**config.mk**
```make
export PLATFORM = sky130hd
export DESIGN_NAME = axi_gpio_multi
export DESIGN_NICKNAME = d
export VERILOG_FILES = /design/src/rtl/axi_gpio_multi.sv
export SDC_FILE = /design/constraint.sdc
export NUM_CORES = 1
export LEC_CHECK = 0
export ABC_AREA = 1
export BUFFER_PORTS_ARGS = -buffer_cell sky130_fd_sc_hd__buf_2
export CAP_MARGIN = 10
export CORE_MARGIN = 2
export CORE_UTILIZATION = 55
export CTS_BUF_LIST = sky130_fd_sc_hd__clkbuf_16
export DETAILED_ROUTE_END_ITERATION = 10
export GPL_ROUTABILITY_DRIVEN = 0
export HOLD_SLACK_MARGIN = 0.02
export PLACE_DENSITY = 0.88
export SLEW_MARGIN = 20
export SYNTH_ARGS = -nofsm -noshare
export SYNTH_HDL_FRONTEND = slang
export SYNTH_SLANG_ARGS = --single-unit
```
**constraint.sdc**
```tcl
create_clock -name s_axi_aclk -period 2.2 [get_ports s_axi_aclk]
set_input_delay 0.66 -clock s_axi_aclk [delete_from_list [all_inputs] [get_ports s_axi_aclk]]
set_output_delay 0.66 -clock s_axi_aclk [all_outputs]
set_load 0.005 [all_outputs]
```
**src/rtl/axi_gpio_multi.sv**
```systemverilog
// AXI4-Lite GPIO slave with NUM_CH channels of GPIO_WIDTH bits: output data, per-bit tri-state,
// two-flop synchronised inputs and an aggregated input-change level interrupt.
module axi_gpio_multi #(
  parameter int          C_S_AXI_DATA_WIDTH = 32,
  parameter int          C_S_AXI_ADDR_WIDTH = 9,
  parameter int          NUM_CH             = 2,
  parameter int          GPIO_WIDTH         = 32,
  parameter logic [31:0] DOUT_DEFAULT       = 32'h0,
  parameter logic [31:0] TRI_DEFAULT        = 32'hFFFFFFFF
) (
  input  logic                            s_axi_aclk,
  input  logic                            s_axi_aresetn,
  input  logic [C_S_AXI_ADDR_WIDTH-1:0]   s_axi_awaddr,
  input  logic                            s_axi_awvalid,
  output logic                            s_axi_awready,
  input  logic [C_S_AXI_DATA_WIDTH-1:0]   s_axi_wdata,
  input  logic [C_S_AXI_DATA_WIDTH/8-1:0] s_axi_wstrb,
  input  logic                            s_axi_wvalid,
  output logic                            s_axi_wready,
  output logic [1:0]                      s_axi_bresp,
  output logic                            s_axi_bvalid,
  input  logic                            s_axi_bready,
  input  logic [C_S_AXI_ADDR_WIDTH-1:0]   s_axi_araddr,
  input  logic                            s_axi_arvalid,
  output logic                            s_axi_arready,
  output logic [C_S_AXI_DATA_WIDTH-1:0]   s_axi_rdata,
  output logic [1:0]                      s_axi_rresp,
  output logic                            s_axi_rvalid,
  input  logic                            s_axi_rready,
  input  logic [NUM_CH*GPIO_WIDTH-1:0]    gpio_io_i,
  output logic [NUM_CH*GPIO_WIDTH-1:0]    gpio_io_o,
  output logic [NUM_CH*GPIO_WIDTH-1:0]    gpio_io_t,
  output logic                            ip2intc_irpt
);

  localparam int DW     = C_S_AXI_DATA_WIDTH;
  localparam int GW     = GPIO_WIDTH;
  localparam int IO_W   = NUM_CH * GPIO_WIDTH;
  localparam int WORD_W = C_S_AXI_ADDR_WIDTH - 2;

  localparam logic [WORD_W-1:0] GIER_WORD = WORD_W'(32'h47);
  localparam logic [WORD_W-1:0] ISR_WORD  = WORD_W'(32'h48);
  localparam logic [WORD_W-1:0] IER_WORD  = WORD_W'(32'h4A);
  localparam logic [GW-1:0]     DOUT_RST  = DOUT_DEFAULT[GW-1:0];
  localparam logic [GW-1:0]     TRI_RST   = TRI_DEFAULT[GW-1:0];

  typedef enum logic [1:0] {WR_IDLE = 2'd0, WR_ACK = 2'd1, WR_RESP = 2'd2} wr_state_e;
  typedef enum logic [1:0] {RD_IDLE = 2'd0, RD_ACK = 2'd1, RD_DATA = 2'd2} rd_state_e;

  function automatic logic [DW-1:0] strb_to_mask(input logic [DW/8-1:0] strb);
    logic [DW-1:0] mask;
    mask = '0;
    for (int b = 0; b < DW/8; b++) begin
      mask[b*8 +: 8] = {8{strb[b]}};
    end
    return mask;
  endfunction

  wr_state_e wr_state_q, wr_state_d;
  rd_state_e rd_state_q, rd_state_d;
  logic awready_q, awready_d, bvalid_q, bvalid_d;
  logic arready_q, arready_d, rvalid_q, rvalid_d;
  logic [DW-1:0] rdata_q, rdata_d, rd_val_s, wmask_s;
  logic [GW-1:0] data_q [NUM_CH];
  logic [GW-1:0] data_d [NUM_CH];
  logic [GW-1:0] tri_q  [NUM_CH];
  logic [GW-1:0] tri_d  [NUM_CH];
  logic [IO_W-1:0] sync1_q, sync2_q, prev_q;
  logic [NUM_CH-1:0] isr_q, isr_d, ier_q, ier_d, chg_s;
  logic gier_q, gier_d, irq_q, irq_d, wr_en_s;
  logic [WORD_W-1:0] aw_word_s, ar_word_s;
  logic unused_addr_lsb_s;

  assign aw_word_s         = s_axi_awaddr[C_S_AXI_ADDR_WIDTH-1:2];
  assign ar_word_s         = s_axi_araddr[C_S_AXI_ADDR_WIDTH-1:2];
  assign unused_addr_lsb_s = ^{s_axi_awaddr[1:0], s_axi_araddr[1:0]};
  assign wmask_s           = strb_to_mask(s_axi_wstrb);
  assign wr_en_s           = (wr_state_q == WR_ACK) && s_axi_awvalid && s_axi_wvalid;

  // Write FSM next state: AW and W are only ever taken together.
  always_comb begin
    wr_state_d = wr_state_q;
    case (wr_state_q)
      WR_IDLE: if (s_axi_awvalid && s_axi_wvalid && !bvalid_q) wr_state_d = WR_ACK;
               else wr_state_d = WR_IDLE;
      WR_ACK:  if (s_axi_awvalid && s_axi_wvalid) wr_state_d = WR_RESP;
               else wr_state_d = WR_IDLE;
      WR_RESP: if (s_axi_bready) wr_state_d = WR_IDLE;
               else wr_state_d = WR_RESP;
      default: wr_state_d = WR_IDLE;
    endcase
  end

  // Write FSM outputs, registered alongside the state.
  always_comb begin
    awready_d = (wr_state_d == WR_ACK);
    bvalid_d  = (wr_state_d == WR_RESP);
  end

  // Read FSM next state.
  always_comb begin
    rd_state_d = rd_state_q;
    case (rd_state_q)
      RD_IDLE: if (s_axi_arvalid && !rvalid_q) rd_state_d = RD_ACK;
               else rd_state_d = RD_IDLE;
      RD_ACK:  if (s_axi_arvalid) rd_state_d = RD_DATA;
               else rd_state_d = RD_IDLE;
      RD_DATA: if (s_axi_rready) rd_state_d = RD_IDLE;
               else rd_state_d = RD_DATA;
      default: rd_state_d = RD_IDLE;
    endcase
  end

  // Read FSM outputs; rdata is captured only on the AR handshake so it holds through back-pressure.
  always_comb begin
    arready_d = (rd_state_d == RD_ACK);
    rvalid_d  = (rd_state_d == RD_DATA);
    if (rd_state_q == RD_ACK && s_axi_arvalid) rdata_d = rd_val_s;
    else rdata_d = rdata_q;
  end

  // Read mux: DATA returns the synced pad for input bits and the output register otherwise.
  always_comb begin
    rd_val_s = '0;
    for (int n = 0; n < NUM_CH; n++) begin
      if (ar_word_s == WORD_W'(2*n))
        rd_val_s[GW-1:0] = (sync2_q[n*GW +: GW] & tri_q[n]) | (data_q[n] & ~tri_q[n]);
      else if (ar_word_s == WORD_W'(2*n+1))
        rd_val_s[GW-1:0] = tri_q[n];
      else
        rd_val_s = rd_val_s;
    end
    if (ar_word_s == GIER_WORD)     rd_val_s[DW-1]     = gier_q;
    else if (ar_word_s == ISR_WORD) rd_val_s[NUM_CH-1:0] = isr_q;
    else if (ar_word_s == IER_WORD) rd_val_s[NUM_CH-1:0] = ier_q;
    else rd_val_s = rd_val_s;
  end

  // Per-channel change event, restricted to bits configured as inputs.
  always_comb begin
    chg_s = '0;
    for (int n = 0; n < NUM_CH; n++) begin
      chg_s[n] = |((sync2_q[n*GW +: GW] ^ prev_q[n*GW +: GW]) & tri_q[n]);
    end
  end

  // Register file next state; a change event overrides a same-cycle ISR toggle.
  always_comb begin
    gier_d = gier_q;
    ier_d  = ier_q;
    isr_d  = isr_q;
    for (int n = 0; n < NUM_CH; n++) begin
      data_d[n] = data_q[n];
      tri_d[n]  = tri_q[n];
      if (wr_en_s && aw_word_s == WORD_W'(2*n))
        data_d[n] = (data_q[n] & ~wmask_s[GW-1:0]) | (s_axi_wdata[GW-1:0] & wmask_s[GW-1:0]);
      else if (wr_en_s && aw_word_s == WORD_W'(2*n+1))
        tri_d[n] = (tri_q[n] & ~wmask_s[GW-1:0]) | (s_axi_wdata[GW-1:0] & wmask_s[GW-1:0]);
      else
        data_d[n] = data_q[n];
    end
    if (wr_en_s && aw_word_s == GIER_WORD)
      gier_d = (gier_q & ~wmask_s[DW-1]) | (s_axi_wdata[DW-1] & wmask_s[DW-1]);
    else if (wr_en_s && aw_word_s == IER_WORD)
      ier_d = (ier_q & ~wmask_s[NUM_CH-1:0]) | (s_axi_wdata[NUM_CH-1:0] & wmask_s[NUM_CH-1:0]);
    else if (wr_en_s && aw_word_s == ISR_WORD)
      isr_d = isr_q ^ (s_axi_wdata[NUM_CH-1:0] & wmask_s[NUM_CH-1:0]);
    else
      isr_d = isr_q;
    isr_d = isr_d | chg_s;
    irq_d = gier_q & (|(isr_q & ier_q));
  end

  // All state, including both FSMs and their registered handshake outputs.
  always_ff @(posedge s_axi_aclk or negedge s_axi_aresetn) begin
    if (!s_axi_aresetn) begin
      wr_state_q <= WR_IDLE;
      rd_state_q <= RD_IDLE;
      awready_q  <= 1'b0;
      bvalid_q   <= 1'b0;
      arready_q  <= 1'b0;
      rvalid_q   <= 1'b0;
      rdata_q    <= '0;
      sync1_q    <= '0;
      sync2_q    <= '0;
      prev_q     <= '0;
      gier_q     <= 1'b0;
      ier_q      <= '0;
      isr_q      <= '0;
      irq_q      <= 1'b0;
      for (int n = 0; n < NUM_CH; n++) begin
        data_q[n] <= DOUT_RST;
        tri_q[n]  <= TRI_RST;
      end
    end else begin
      wr_state_q <= wr_state_d;
      rd_state_q <= rd_state_d;
      awready_q  <= awready_d;
      bvalid_q   <= bvalid_d;
      arready_q  <= arready_d;
      rvalid_q   <= rvalid_d;
      rdata_q    <= rdata_d;
      sync1_q    <= gpio_io_i;
      sync2_q    <= sync1_q;
      prev_q     <= sync2_q;
      gier_q     <= gier_d;
      ier_q      <= ier_d;
      isr_q      <= isr_d;
      irq_q      <= irq_d;
      for (int n = 0; n < NUM_CH; n++) begin
        data_q[n] <= data_d[n];
        tri_q[n]  <= tri_d[n];
      end
    end
  end

  for (genvar g = 0; g < NUM_CH; g++) begin : g_pads
    assign gpio_io_o[g*GW +: GW] = data_q[g];
    assign gpio_io_t[g*GW +: GW] = tri_q[g];
  end

  assign s_axi_awready = awready_q;
  assign s_axi_wready  = awready_q;
  assign s_axi_bvalid  = bvalid_q;
  assign s_axi_bresp   = 2'b00;
  assign s_axi_arready = arready_q;
  assign s_axi_rvalid  = rvalid_q;
  assign s_axi_rdata   = rdata_q;
  assign s_axi_rresp   = 2'b00;
  assign ip2intc_irpt  = irq_q;

endmodule
```
# --- After elaboration in Yosys (flattened, before gate mapping) ---
# Index checks and enable logic that the tools add are counted.
op_classes:
  addsub: 0
  n_mul: 0
  div: 0
  magnitude_cmp: 0
  eq_ne: 20
  shift: 0
  n_mux: 19
  bitwise_logic: 37
  reduce_logical: 25
ops:
  columns: ["cell", "count"]
  rows:
  - ["bitwise AND 32 bit", 11]
  - ["bitwise OR 32 bit", 6]
  - ["two-way mux 32 bit", 4]
  - ["inverter 32 bit", 3]
  - ["OR reduction 32 bit", 2]
  - ["XOR 32 bit", 2]
  - ["equality test 7 bit, second input constant", 6]
  - ["equality test 7 x 2 -> 1 bit, second input constant", 4]
  - ["two-way mux 2 bit", 10]
  - ["equality test 7 x 1 -> 1 bit, second input constant", 2]
  - ["logical NOT 7 bit", 2]
  - ["logical AND 1 bit", 13]
  - ["case mux 2 bit (3 select lines)", 2]
  - ["equality test 2 x 1 -> 1 bit, second input constant", 4]
  - ["equality test 2 bit, second input constant", 4]
  - ["bitwise AND 2 bit", 3]
  - ["AND reduction 2 bit", 3]
  - ["logical NOT 2 bit", 2]
  - ["inverter 1 bit", 4]
  - ["bitwise OR 2 bit", 2]
  - ["bitwise AND 1 bit", 3]
  - ["two-way mux 1 bit", 3]
  - ["logical NOT 1 bit", 2]
  - ["inverter 2 bit", 1]
  - ["other kinds (3)", 3]
word_totals:
  ff_bits: 366
  latch_bits: 0
  ramBits: 0
  mem_bits_ro: 0
  in_bits: 125
  out_inout_bits: 170
  elab_cells: 119
  memories: 0

# --- Logic depth before layout (Yosys ltp) ---
depth:
  depth_word: 9
  mapped_depth: 10
  depth_no_buf: 9

# --- Least setup slack after synthesis ---
# No wires, ideal clock.
synth_path:
  path_type: "input to register"
  startpoint: "in s_axi_awaddr[7]"
  endpoint: "reg (tool-made name)"
  setup_ns: 0.078
  t_arrival_ns: 1.713
  setup_slack_ns: 0.409
  path_stages: 7
  path_cell_list: "nor2_1 -> nand2_2 -> nor4_4 -> nand3_2 -> buf_6 -> nand2_1 -> o21ai_2"
synth_rtl:
  columns: ["item", "line_no", "text"]
  rows:
  - ["start, declared", "13", "input logic [C_S_AXI_ADDR_WIDTH-1:0] s_axi_awaddr,"]

==> flow_summary.toml <==
[sta]
clock_skew_ns = 0.01629
grt_setup_unrepaired = "no"
hold_violations = 0
period_share_pct = 88.30
finalMaxSlewViolations = 0
max_freq_mhz = 514.8
setup_viol = 0
period_needed_ns = 1.943
worst_hold_slack_ns = 0.03726

[critical_path]
critPathCaptureType = "primary output"
worstSetupStartpointType = "flop"
cp.arrival_ns = 1.28
cp_slowest_stage_delay_ns = 0.59
cp_slowest_cell = "dfstp_2"
path_max_fanout = 5
crit_required_ns = 1.54
critical_path_class = "flop to primary output"
worst-path-buf-inv = 1
r2r_slack_ns = 0.63
crit_family = "flip-flops"
path_cells = "buf_2"

[drt]
vias = 11940
drtIter0Drc = 878
drt_wl_total_um = 39580
antenna_left = 0
wire_per_inst_um = 18.00
first_pass_iters = 6
route.detailed.drc = 0
vias_per_cell = 5.431

[global_routing]
first_global_vias = 11830
grt_usage_pct = 28.02
overflow = 0
grt_max_degree = 55
grt_pass1_wl_um = 62150
antenna_found_initial = 11

[pwr]
powerDensity_mw_per_mm2 = 828.5
leakage_nw = 9.114
max-vdd-ir-drop_uv = 696.7

[cells_and_area]
final_common_cell = "nand2_1"
seq_area_mm2 = 0.009239
fin_nets = 1945
layout_common_cells = "360 x nand2_1, 302 x dfrtp_1, 285 x buf_2, 141 x nand3_1, 119 x inv_1"
fill_cells = 1928
drive_gt1_share_pct = 34.23
syn_to_final_growth_pct = 23.33
post-route-util_pct = 68.79
multiInputGateArea_mm2 = 0.005034

[clock_tree]
htree_levels = 2
cts.clk_slew.worst_paths_ns = 0.06
cts_tree = "yes"
postCtsSetupBuffers = 0
hold_buffers = 0
cts_resized = 0
clockRootBuffer = "clkbuf_16"
clock_latency_ns = 0.53
ctsLongestPathBuffers = 3
cts_buffers = 38
clock_sinks = 366

[yosys]
synth_compound_area_share_pct = 8.177
synth.distinct_cells = 35
avgSynthCellArea_um2 = 10.00
muxShareOfSynthArea_pct = 3.139
yosys_warnings = 0
synth_top_family_by_area = "simple AND/OR/NAND/NOR gates"
yosysSeqAreaShare_pct = 61.80
synth_area_mm2 = 0.01495
ys_ff_latch = 366
synthAdderAreaFrac_pct = 0
synthXorXnorAreaFrac_pct = 0.1172
synth-simple-area-share_pct = 21.97
syn_inst = 1495

[placed_design]
hpwl_um = 27710
port-buffer-count = 286

[job]
cap_violations = 0

[status]
status = "complete, no violations"

[floorplan]
initial_core_util_pct = 55.78
rows = 60
die_w_um = 168.9
dieArea_mm2 = 0.02852
core_mm2 = 0.02680
num_io_pins = 295
die_height_um = 168.9

[min_path]
min_path_type = "input port to async pin"
## cells in the mapped netlist, drive strengths merged
library cell | count | area (um^2)
nor2 | 120 | 452.9
inv | 113 | 424.2
dfrtp | 302 | 7557
nand3b | 1 | 7.510
conb | 1 | 3.750
a21oi | 9 | 45.04
nand4 | 2 | 12.51
nand3 | 157 | 865.8
mux2 | 31 | 349.1
nand2 | 362 | 1364
a21boi | 6 | 45.04
xnor2 | 2 | 17.52
clkbuf | 13 | 48.80
o21ai | 167 | 1050
clkinv | 1 | 3.750
buf | 34 | 236.5
nor4 | 4 | 40.04
mux2i | 12 | 120.1
o31ai | 2 | 15.01
or2 | 74 | 463.0
o211ai | 9 | 67.56
nor3 | 9 | 78.83
dfstp | 64 | 1682
## routing by layer
metal / vias up / track usage (%) / part of all wire (%)
met5: - / 0 / 0.053
met4: 4 / 12.56 / 3.8
met3: 108 / 5.424 / 7.9
met2: 514 / 46.49 / 49
met1: 5796 / 36.09 / 39
li1: 5520 / - / -
## area by class of cell
cell class                 instances  area share [%]
sequential                       366           50.11
multi-input combinational        971           27.30
timing repair buffer             329           11.40
clock buffer                      38           5.158
inverter                         114           2.321
tap                              341           2.314
clock inverter                    31           1.269
antenna                            9          0.1222
## power by group
| group | switching [mW] | internal (mW) | leakage, nW |
|---|---|---|---|
| registers | 0.300 | 7.22 | 4.36 |
| clock network | 2.62 | 3.51 | 0.607 |
| logic | 0.876 | 0.741 | 4.15 |
## through the flow
stage	setup WS, ns	setup TNS [ns]	power [mW]	cells	cell area [um^2]
after global routing	0.2300	0	15.87	2197	18430
after global placement	-0.04645	-0.5449	9.151	2121	17230
after detailed placement	-0.1400	-1.836	9.241	2121	17230
final	0.2575	0	15.28	2199	18440
after CTS	0.2457	0	15.36	2190	18410
after floorplan	0.4086	0	8.364	1498	14960
## worst paths after layout
check	startpoint	endpoint	cells past startpoint
max	flop	gpio_io_t[56]	1
min	s_axi_aresetn	async pin	1
max reg2reg	wr_state_q[1]$_DFF_PN0_	flop	7
min reg2reg	sync1_q[55]$_DFF_PN0_	sync2_q[55]$_DFF_PN0_	0
max in group asynchronous	s_axi_aresetn	async pin	2
min in group s_axi_aclk	gpio_io_i[29]	sync1_q[29]$_DFF_PN0_	1
## cells by family (layout without fill, tap and decap cells)
group | count (synthesis) | after routing
buf+inv | 161 | 512
xor+xnor | 2 | 2
simple gates | 729 | 729
compound gates | 193 | 193
flops | 366 | 366
other cells | 1 | 13
mux | 43 | 43
Note: power is estimated with default switching activity, not from simulation.
